==> config.mk <==
export PLATFORM = sky130hd
export DESIGN_NAME = bus_arbiter
export DESIGN_NICKNAME = d
export VERILOG_FILES = /design/src/rtl/bus_arbiter.sv
export SDC_FILE = /design/constraint.sdc
export NUM_CORES = 1
export LEC_CHECK = 0
export ABC_AREA = 1
export CORE_MARGIN = 2
export CORE_UTILIZATION = 45
export DETAILED_ROUTE_END_ITERATION = 7
export PLACE_DENSITY = 0.77
export SLEW_MARGIN = 30
export SYNTH_ARGS = -nofsm -noshare
export SYNTH_HDL_FRONTEND = slang
export SYNTH_SLANG_ARGS = --single-unit
==> constraint.sdc <==
create_clock -name clk -period 1.9 [get_ports clk]
set_input_delay 0.38 -clock clk [delete_from_list [all_inputs] [get_ports clk]]
set_output_delay 0.38 -clock clk [all_outputs]
set_load 0.02 [all_outputs]
==> src/rtl/bus_arbiter.sv <==
// bus_arbiter: four-master round-robin arbiter for the Yutorina system bus.
//
// Requests and grants are active-low. Exactly one grant is asserted while the
// bus is owned; ownership is held until the owner releases its request (no
// preemption). On release, the grant moves directly to the next requester in
// round-robin order (owner+1, owner+2, owner+3, owner), so a releasing master
// is lowest priority. All outputs are registered; nothing is combinational
// from request to grant.
//
// Optional feature macro: YUTORINA_BUS_ARBITER_WATCHDOG_EN
//   When defined, an ownership watchdog revokes a grant held for TIMEOUT
//   consecutive cycles and pulses `timeout` for one cycle. When undefined,
//   no counter is built and `timeout` is tied low.
//
// Parameters:
//   TIMEOUT      watchdog limit in cycles of continuous ownership (1..65535)
//
// Ports:
//   clk                      system clock, rising edge
//   reset                    asynchronous, active-high reset
//   m0_request_..m3_request_ active-low bus requests from masters 0..3
//   m0_grant_..m3_grant_     active-low registered grants, at most one low
//   owner                    index of current/last granted master (mux select)
//   bus_busy                 high while a grant is asserted
//   timeout                  one-cycle pulse when the watchdog revokes a grant

module bus_arbiter #(
  parameter int unsigned TIMEOUT = 255
) (
  input  logic       clk,
  input  logic       reset,
  input  logic       m0_request_,
  input  logic       m1_request_,
  input  logic       m2_request_,
  input  logic       m3_request_,
  output logic       m0_grant_,
  output logic       m1_grant_,
  output logic       m2_grant_,
  output logic       m3_grant_,
  output logic [1:0] owner,
  output logic       bus_busy,
  output logic       timeout
);

  typedef enum logic {
    StIdle,
    StGrant
  } state_e;

  state_e     state_q, state_d;
  logic [1:0] owner_q, owner_d;
  logic [3:0] grant_n_q, grant_n_d;
  logic       busy_q, busy_d;

  logic [3:0] req;       // active-high view of the request lines
  logic [3:0] owner_oh;
  logic [2:0] pick;      // {found, index}
  logic       wd_fire;

  assign req      = ~{m3_request_, m2_request_, m1_request_, m0_request_};
  assign owner_oh = 4'b0001 << owner_q;

  // First asserted request searching from last+1 round to last itself.
  // Iterating offsets downward lets the smallest offset overwrite the result.
  function automatic logic [2:0] rr_pick(input logic [1:0] last, input logic [3:0] reqs);
    logic [2:0] res;
    logic [1:0] idx;
    res = 3'b000;
    for (int k = 4; k >= 1; k--) begin
      idx = last + 2'(k);
      if (reqs[idx]) begin
        res = {1'b1, idx};
      end
    end
    return res;
  endfunction

`ifdef YUTORINA_BUS_ARBITER_WATCHDOG_EN
  localparam int unsigned CntW = $clog2(TIMEOUT + 1);
  // Fires on the edge that ends the TIMEOUT-th owned cycle.
  localparam logic [CntW-1:0] CntLast = CntW'(TIMEOUT - 1);

  logic [CntW-1:0] cnt_q, cnt_d;
  logic            timeout_q, timeout_d;

  assign wd_fire = (state_q == StGrant) && req[owner_q] && (cnt_q == CntLast);
`else
  logic unused_timeout;
  assign unused_timeout = (TIMEOUT != 0);
  assign wd_fire        = 1'b0;
`endif

  always_comb begin
    state_d = state_q;
    owner_d = owner_q;
    pick    = 3'b000;

    case (state_q)
      StIdle: begin
        pick = rr_pick(owner_q, req);
        if (pick[2]) begin
          owner_d = pick[1:0];
          state_d = StGrant;
        end
      end
      StGrant: begin
        if (!req[owner_q] || wd_fire) begin
          // Owner is excluded: released, or masked for this edge after a revoke.
          pick = rr_pick(owner_q, req & ~owner_oh);
          if (pick[2]) begin
            owner_d = pick[1:0];
          end else begin
            state_d = StIdle;
          end
        end
      end
      default: state_d = StIdle;
    endcase

    grant_n_d = 4'hF;
    if (state_d == StGrant) begin
      grant_n_d[owner_d] = 1'b0;
    end
    busy_d = (state_d == StGrant);
  end

`ifdef YUTORINA_BUS_ARBITER_WATCHDOG_EN
  always_comb begin
    timeout_d = wd_fire;
    // Any path other than a plain hold is a new grant (or idle): restart count.
    if ((state_q == StGrant) && req[owner_q] && !wd_fire) begin
      cnt_d = cnt_q + CntW'(1);
    end else begin
      cnt_d = '0;
    end
  end
`endif

  always_ff @(posedge clk or posedge reset) begin
    if (reset) begin
      state_q   <= StIdle;
      owner_q   <= 2'd3;
      grant_n_q <= 4'hF;
      busy_q    <= 1'b0;
`ifdef YUTORINA_BUS_ARBITER_WATCHDOG_EN
      cnt_q     <= '0;
      timeout_q <= 1'b0;
`endif
    end else begin
      state_q   <= state_d;
      owner_q   <= owner_d;
      grant_n_q <= grant_n_d;
      busy_q    <= busy_d;
`ifdef YUTORINA_BUS_ARBITER_WATCHDOG_EN
      cnt_q     <= cnt_d;
      timeout_q <= timeout_d;
`endif
    end
  end

  assign m0_grant_ = grant_n_q[0];
  assign m1_grant_ = grant_n_q[1];
  assign m2_grant_ = grant_n_q[2];
  assign m3_grant_ = grant_n_q[3];
  assign owner     = owner_q;
  assign bus_busy  = busy_q;
`ifdef YUTORINA_BUS_ARBITER_WATCHDOG_EN
  assign timeout   = timeout_q;
`else
  assign timeout   = 1'b0;
`endif

endmodule

Yosys cells after proc, flatten, opt, wreduce, memory -nomap -nowiden. Index checks and enable logic that the tools add are counted.

Register bits after elaboration: 7. Input bits: 6. Output and inout bits: 8. Logic and storage cells: 57.

Add/sub/neg operators: 3. $lt $le $gt $ge: 6. Shifts and indexed selects: 1. Multiplexer cells: 38. Bitwise logic cells: 5. Reduce and logical (&&, ||, !) cells: 1.

Operator list (number): two-way mux 3 bit (11); binary-select mux 1 bit (select 2 bit) (8); < comparator 2 x 3 -> 1 bit, second input constant (5); two-way mux 1 bit (12); NOT 4 bit (3); two-way mux 2 bit (3); adder 2 bit, second input constant (2); AND 4 bit (1); two-way mux 4 bit (1); one-hot mux 2 bit (2 select lines) (1); << shifter 1 x 2 -> 4 bit, first input constant (1); adder 2 x 1 -> 2 bit, second input constant (1); demux 1 bit (select 2 bit) (1); >= comparator 2 x 1 -> 1 bit, second input constant (1); one-hot mux 1 bit (2 select lines) (1); logical AND 1 bit (1); NOT 1 bit (1).

Logic depth before layout (Yosys ltp). Gate-level depths: netlist (run 1).

Depth in word-level cells: 20. Depth in mapped cells: 17. Depth with buffers taken out: 16.

Worst setup path after synthesis (run 1). OpenSTA, ideal clock, no wires.

Path type: reg2reg. From: reg owner_q[1], in the netlist owner[1]. To: reg grant_n_q[1]. Data arrival time: 2059 ps. Setup slack: -236 ps. Cell stages (with the launch flop): 14. Period minus slack after synthesis: 2136 ps. Cells stage by stage: dfstp_2 clkbuf_2 inv_1 ha_1 inv_1 a21oi_1 o21bai_1 nand2_1 nand2_1 nand2_1 nand3_2 nand2_4 nor2_4 nand2_1.

Cells in the longest elaborated chain, start to end: 20. Elaborated cells between the ends (all ways): 48. Those cells by class: add/sub (3); order compare (2); shift (1); mux (38); bitwise (3); reduce/logical (1).

RTL lines: start: declaration (line 51) `logic [1:0] owner_q, owner_d;`; start signal: assignment (line 151) `owner_q <= owner_d;`; << shifter 1 x 2 -> 4 bit (line 61) `assign owner_oh = 4'b0001 << owner_q;`; NOT 4 bit (line 109) `pick = rr_pick(owner_q, req & ~owner_oh);`; AND 4 bit (line 109); binary-select mux 1 bit (select 2 bit) (line 71) `if (reqs[idx]) begin`; two-way mux 1 bit (implied by the code) (line 71); two-way mux 3 bit (4 in series) (line 71); two-way mux 3 bit (line 107) `if (!req[owner_q] || wd_fire) begin`; two-way mux 3 bit (line 98) `case (state_q)`; (+2 left out); one-hot mux 2 bit (2 select lines) (line 98); < comparator 2 x 3 -> 1 bit (implied by the code) or >= comparator 2 x 1 -> 1 bit (tied branches) (line 122) `grant_n_d[owner_d] = 1'b0;`; logical AND 1 bit (implied by the code) (line 122); two-way mux 1 bit (implied by the code) (line 122); demux 1 bit (select 2 bit) (line 122); NOT 4 bit (no source line); two-way mux 4 bit (*) (line 121) `if (state_d == StGrant) begin`; net grant_n_d[1] (line 52) `logic [3:0] grant_n_q, grant_n_d;`; end signal: assignment (line 152) `grant_n_q <= grant_n_d;`; end: declaration (line 52).

The timed path passes the listed nets; every way through them passes the cells marked *. The select of a mux whose other input is x is not followed.

Final worst setup path (run 1).
From: reg owner_q[0], in the netlist owner[0]. To: reg grant_n_q[2].

Cells in the longest elaborated chain, start to end: 20. Elaborated cells between the ends (all ways): 48. Those cells by class: add/sub (3); order compare (2); shift (1); mux (38); bitwise (3); reduce/logical (1).

RTL lines (line): << shifter 1 x 2 -> 4 bit (61); NOT 4 bit (109); AND 4 bit (109); binary-select mux 1 bit (select 2 bit) (71); two-way mux 1 bit (implied by the code) (71); two-way mux 3 bit (4 in series) (71); two-way mux 3 bit (107); two-way mux 3 bit (98); (+3 left out); net owner_d[1] (51); < comparator 2 x 3 -> 1 bit (implied by the code) or >= comparator 2 x 1 -> 1 bit (tied branches) (122); logical AND 1 bit (implied by the code) (122); two-way mux 1 bit (implied by the code) (122); demux 1 bit (select 2 bit) (*) (122); NOT 4 bit (no source line) (*); two-way mux 4 bit (*) (121); net grant_n_d[2] (52).

Marked as above.

==> results of run 1 <==
==> sequential cells by signal, summed over array words and instances (netlist names) <==
signal and count:
grant_n_q 4, owner 2, bus_busy 1
==> critical path, cell delays in order, from the launching register on <==
cell	delay, ns
dfstp_2	0.62
inv_4	0.08
ha_4	0.29
inv_6	0.09
a21oi_4	0.04
o21bai_4	0.19
nor2_4	0.14
nand4_1	0.12
nand2_1	0.11
nand2_1	0.08
nand2_2	0.12
nand3_2	0.07
==> Yosys cell counts (2+ instances only) <==
library cell	instances	share of area
a21oi_1	2	0.012
buf_4	2	0.018
dfstp_2	6	0.19
ha_1	4	0.061
inv_1	13	0.059
inv_2	6	0.027
nand2_1	43	0.20
nand2_2	11	0.084
nand3_1	10	0.061
nand3_2	4	0.049
nand4_1	2	0.015
nor2_1	5	0.023
nor2_2	3	0.023
o21ai_2	2	0.021
or2_1	2	0.015
==> metrics by stage <==
step / util / hold slack (ns)
after floorplan: - / 0.179
after global placement: 0.633 / 0.610
after detailed placement: 0.633 / 0.616
after CTS: 0.712 / 0.359
after global routing: 0.768 / 0.389
final: 0.768 / 0.358
==> how the worst max path moves through the flow <==
stage / end / slack (ns) / cells after the start / startpoint
floorplan: grant_n_q[2] / -0.07 / 14 / owner[0]
global placement: grant_n_q[2] / -0.10 / 14 / m0_request_
detailed placement: grant_n_q[2] / -0.16 / 14 / m0_request_
CTS: grant_n_q[3] / -0.06 / 16 / owner[0]
global route: grant_n_q[1] / -0.18 / 15 / owner[0]
finish: grant_n_q[2] / -0.13 / 11 / owner[0]
==> final cells by class <==
cell class / count / area (um2) / area share
sequential: 7 / 183 / 0.138
tap: 25 / 31.3 / 0.0236
timing repair buffer: 30 / 260 / 0.196
inverter: 19 / 81.3 / 0.0613
clock buffer: 4 / 26.3 / 0.0198
multi-input combinational: 97 / 744 / 0.561
==> layer usage <==
metal  track usage  routed length [um]  vias up  part of all wire
li1              -                   -      454                 -
met1         0.328                1050      454              0.39
met2         0.422                1390       50              0.52
met3        0.0538                 166       12             0.062
met4        0.0667                  67        0             0.025
met5             0                   0        -                 0
==> cells by family (layout without fill, tap and decap cells) <==
kind of cell	count (synthesis)	count (layout)	share of synthesized area
compound gates	10	10	0.0944
fa+ha+maj	4	4	0.0609
buf+inv	23	53	0.125
flops	7	7	0.222
other cells	1	1	0.00456
simple gates	82	82	0.493
==> what timing repair did <==
action	CTS	global route
buffers inserted	2	3
cloned	0	0
pin swaps	17	22
setup endpoints to repair	7	7
hold buffers	0	0
resized for setup	27	16
==> layout by cell type, fill, tap and decap left out <==
cell type / count
inv_6: 1
dfrtp_1: 1
inv_1: 10
nor2_1: 1
nand2_1: 29
clkbuf_4: 3
buf_6: 2
buf_4: 16
or2_1: 2
nand3_2: 7
inv_4: 2
o21ai_2: 2
inv_2: 6
conb_1: 1
nand3_1: 7
a21oi_4: 2
clkdlybuf4s50_1: 10
nor2_4: 8
ha_4: 3
nand2_2: 19
dlygate4sd2_1: 2
clkbuf_1: 1
dfstp_2: 6
o211ai_1: 1
o21bai_4: 1
nand2_4: 7
ha_1: 1
nand4_1: 2
a21oi_2: 1
o21ai_0: 1
o21ai_4: 2
==> reports/qor.csv, run 1 <==
metric;value;unit
cp_max_fo;6;
antenna_left;0;
place_ws;-0.156;ns
maxSlewViolCount;0;
ff2ff_setup_slack;-0.13;ns
fin_tns_setup;-0.617;ns
fill_cells;114;
fin_ws;-0.129;ns
r2r_cells;11;
grt_pass1_wl;3.97;mm
syn_to_final_growth;61.3;%
routabilityCongestion;0.831;
grt_overflow;0;
core-area;1730;um2
ys_types;27;
grt_pass1_vias;924;
cp_data_required_time;2.07;ns
nets;168;
crit_type;register to register;
ios;14;
finalCriticalPeriod;2.03;ns
status;complete, but fails checks;
grtUsageTotal;0.251;
placed_area;1090;um2
yosysSeqAreaShare;0.222;
violations;negative setup slack;
fin_skew;0.00422;ns
clkSinkCount;7;
hold_class;input pin to asynchronous set/reset pin;
dp.cells;173;
wl_per_cell;14.7;um
cts_htree_levels;1;
fin_crit_sh;1.07;
worst_skew_pair.late_latency;0.25;ns
clk_pin_slew;0.06;ns
cts_max_path_buffers;2;
dieArea;2180;um2
n_antenna_cell;0;
numCtsBuffers;3;
end_kind;register;
finalWirelength;2.67;mm
hold_violations;0;
final_area;1330;um2
dieWidth;46.7;um
syn_area_per_cell;6.47;um2
dr.pass1.iters;4;
vias_per_cell;5.33;
cts_tree;built;
antenna_found_initial;0;
initial_utilization;0.476;
cap_violations;0;
drt_iter0_markers;29;
synth-edff-count;0;
hpwl;1.63;mm
row_count;15;
drc;0;
io_buffers;12;
syn_nets;137;
arrival;2.20;ns
ys_ff_latch;7;
die_h;46.7;um
fmax;0.493;GHz
synth_area;822;um2
cp-start-kind;register;
worstReg2RegEnd;grant_n_q[2];
syn_inst;127;
cts_root_buf;clkbuf_4;
vias;970;
ys.flop_type;dfstp_2;
drive_gt1_frac;0.561;
yosysWarnings;0;
grt_max_degree;9;
rsz0062_at_grt;true;
async_flop_share;1.00;
r2r_start;owner[0];
setup_viol_count_final;7;
fin_cells;182;
Power of run 1 is left out: the tool's default activity adds up to more than one toggle a clock period on the data nets, which glitch-free logic cannot reach.
==> inputs of run 2 (changes only) <==
--- a/config.mk
+++ b/config.mk
@@ -7,9 +7,9 @@
 export LEC_CHECK = 0
 export ABC_AREA = 1
 export CORE_MARGIN = 2
-export CORE_UTILIZATION = 45
+export CORE_UTILIZATION = 40
 export DETAILED_ROUTE_END_ITERATION = 7
-export PLACE_DENSITY = 0.77
+export PLACE_DENSITY = 0.7
 export SLEW_MARGIN = 30
 export SYNTH_ARGS = -nofsm -noshare
 export SYNTH_HDL_FRONTEND = slang
==> run 2 against run 1 <==
  * The run still ends with negative setup slack left
  * Flip-flop and latch count did not move
  * Routed wire length fell by 25%
  * Final area fell by 4.8%
  * First-iteration DRC count fell by 66%
  * Die area rose by 11%
  * Hold slack improved by 0.020 ns
  * Count of clock-buffer cells in the layout did not move
  * Critical path depth rose by 5
  * Utilization fell by 12 points
  * Clock skew fell by 0.0025 ns
==> reports/qor.csv, run 2 (synthesis gave the netlist of run 1 again) <==
metric;value;unit
cp-start-kind;register;
cts_htree_levels;1;
ios;14;
hold_violations;0;
cp_max_fo;6;
routabilityCongestion;0.792;
drc;0;
hold_class;input pin to asynchronous set/reset pin;
cts_max_path_buffers;2;
core-area;1940;um2
die_h;49.3;um
grt_pass1_wl;3.22;mm
clk_pin_slew;0.05;ns
finalCriticalPeriod;1.94;ns
worst_skew_pair.late_latency;0.24;ns
cp_data_required_time;2.07;ns
largest_reg_flops;4;
end_kind;register;
regMostFlops;grant_n_q;
grtUsageTotal;0.163;
holdBufCountCts;0;
vias_per_cell;4.73;
cap_violations;0;
dieWidth;49.3;um
drt_iter0_markers;10;
dieArea;2430;um2
row_count;16;
fin_cells;181;
fin_ws;-0.0421;ns
grt_pass1_vias;803;
initial_utilization;0.423;
drive_gt1_frac;0.532;
rsz0062_at_grt;true;
r2r_start;owner[0];
nets;165;
startpoint;owner[0];
final_cell_mix;nand2_1 (32), nand2_2 (16), buf_4 (13), clkdlybuf4s50_1 (11);
antenna_found_initial;0;
fin_skew;0.00173;ns
dp.cells;173;
vias;856;
hpwl;1.45;mm
fill_cells;175;
maxSlewViolCount;0;
grt_max_degree;10;
io_buffers;12;
status;complete, but fails checks;
cts_tree;built;
wl_per_cell;11.1;um
cts_root_buf;clkbuf_4;
finalWirelength;2.01;mm
numCtsBuffers;3;
antenna_left;0;
grt_overflow;0;
n_antenna_cell;0;
syn_to_final_growth;53.6;%
fin_crit_sh;1.02;
fmax;0.515;GHz
timing.hold.ws;0.378;ns
arrival;2.11;ns
setup_viol_count_final;4;
dr.pass1.iters;4;
clkSinkCount;7;
violations;negative setup slack;
final_common_cell;nand2_1;
crit_type;register to register;
-- run 2: metal layers --
layer	up-vias	GRT usage	wire length [um]
li1	444	-	-
met1	407	0.215	908
met2	5	0.286	1090
met3	0	0.00920	9
met4	0	0.0429	0
met5	-	0	0
-- run 2: layout make-up --
class                      count  area [um2]  area share
clock buffer                   4        26.3      0.0208
inverter                      19        76.3      0.0605
multi-input combinational     97         692       0.548
sequential                     7         183       0.145
tap                           27        33.8      0.0268
timing repair buffer          27         251       0.199
-- run 2: worst max-delay path, stage by stage, from the launching register on --
cell,delay [ns]
dfstp_2,0.61
inv_4,0.08
ha_4,0.16
nor2_4,0.13
nand2_2,0.08
nand2_2,0.08
nand2_2,0.08
nand2_4,0.09
nor2_4,0.04
nand2_2,0.08
nand2_4,0.06
nand2_2,0.06
nand2_2,0.06
nand2_1,0.06
nand2_1,0.06
nand2_2,0.08
nand3_1,0.07
-- run 2: worst paths after layout --
kind	end	slack (ns)	cells past startpoint
worst min register to register	owner[1]	0.64	2
max in group asynchronous	owner[0]	1.26	2
min in group clk	owner[1]	0.64	2
worst max register to register	grant_n_q[0]	-0.04	16
worst max-delay path	grant_n_q[0]	-0.04	16
worst min-delay path	bus_busy	0.38	2
-- run 2: repair_timing --
item,in CTS,in global routing
pin swaps,10,2
buffers inserted,1,3
endpoints found under the hold margin,0,0
resized for setup,14,16
setup endpoints to repair,5,8
-- run 2: per-stage QoR --
| stage | area (um2) | TNS, ns | util | setup slack, ns |
|---|---|---|---|---|
| 6_report | 1260 | -0.149 | 0.650 | -0.0421 |
| 5_1_grt | 1260 | -0.826 | 0.650 | -0.169 |
| 4_1_cts | 1170 | -0.0346 | 0.602 | -0.0144 |
| 3_5_place_dp | 1080 | -0.919 | 0.556 | -0.190 |
| 3_3_place_gp | 1080 | -0.721 | 0.556 | -0.167 |
| 2_1_floorplan | 883 | -0.335 | - | -0.0714 |
Power of run 2 is left out for the same reason.
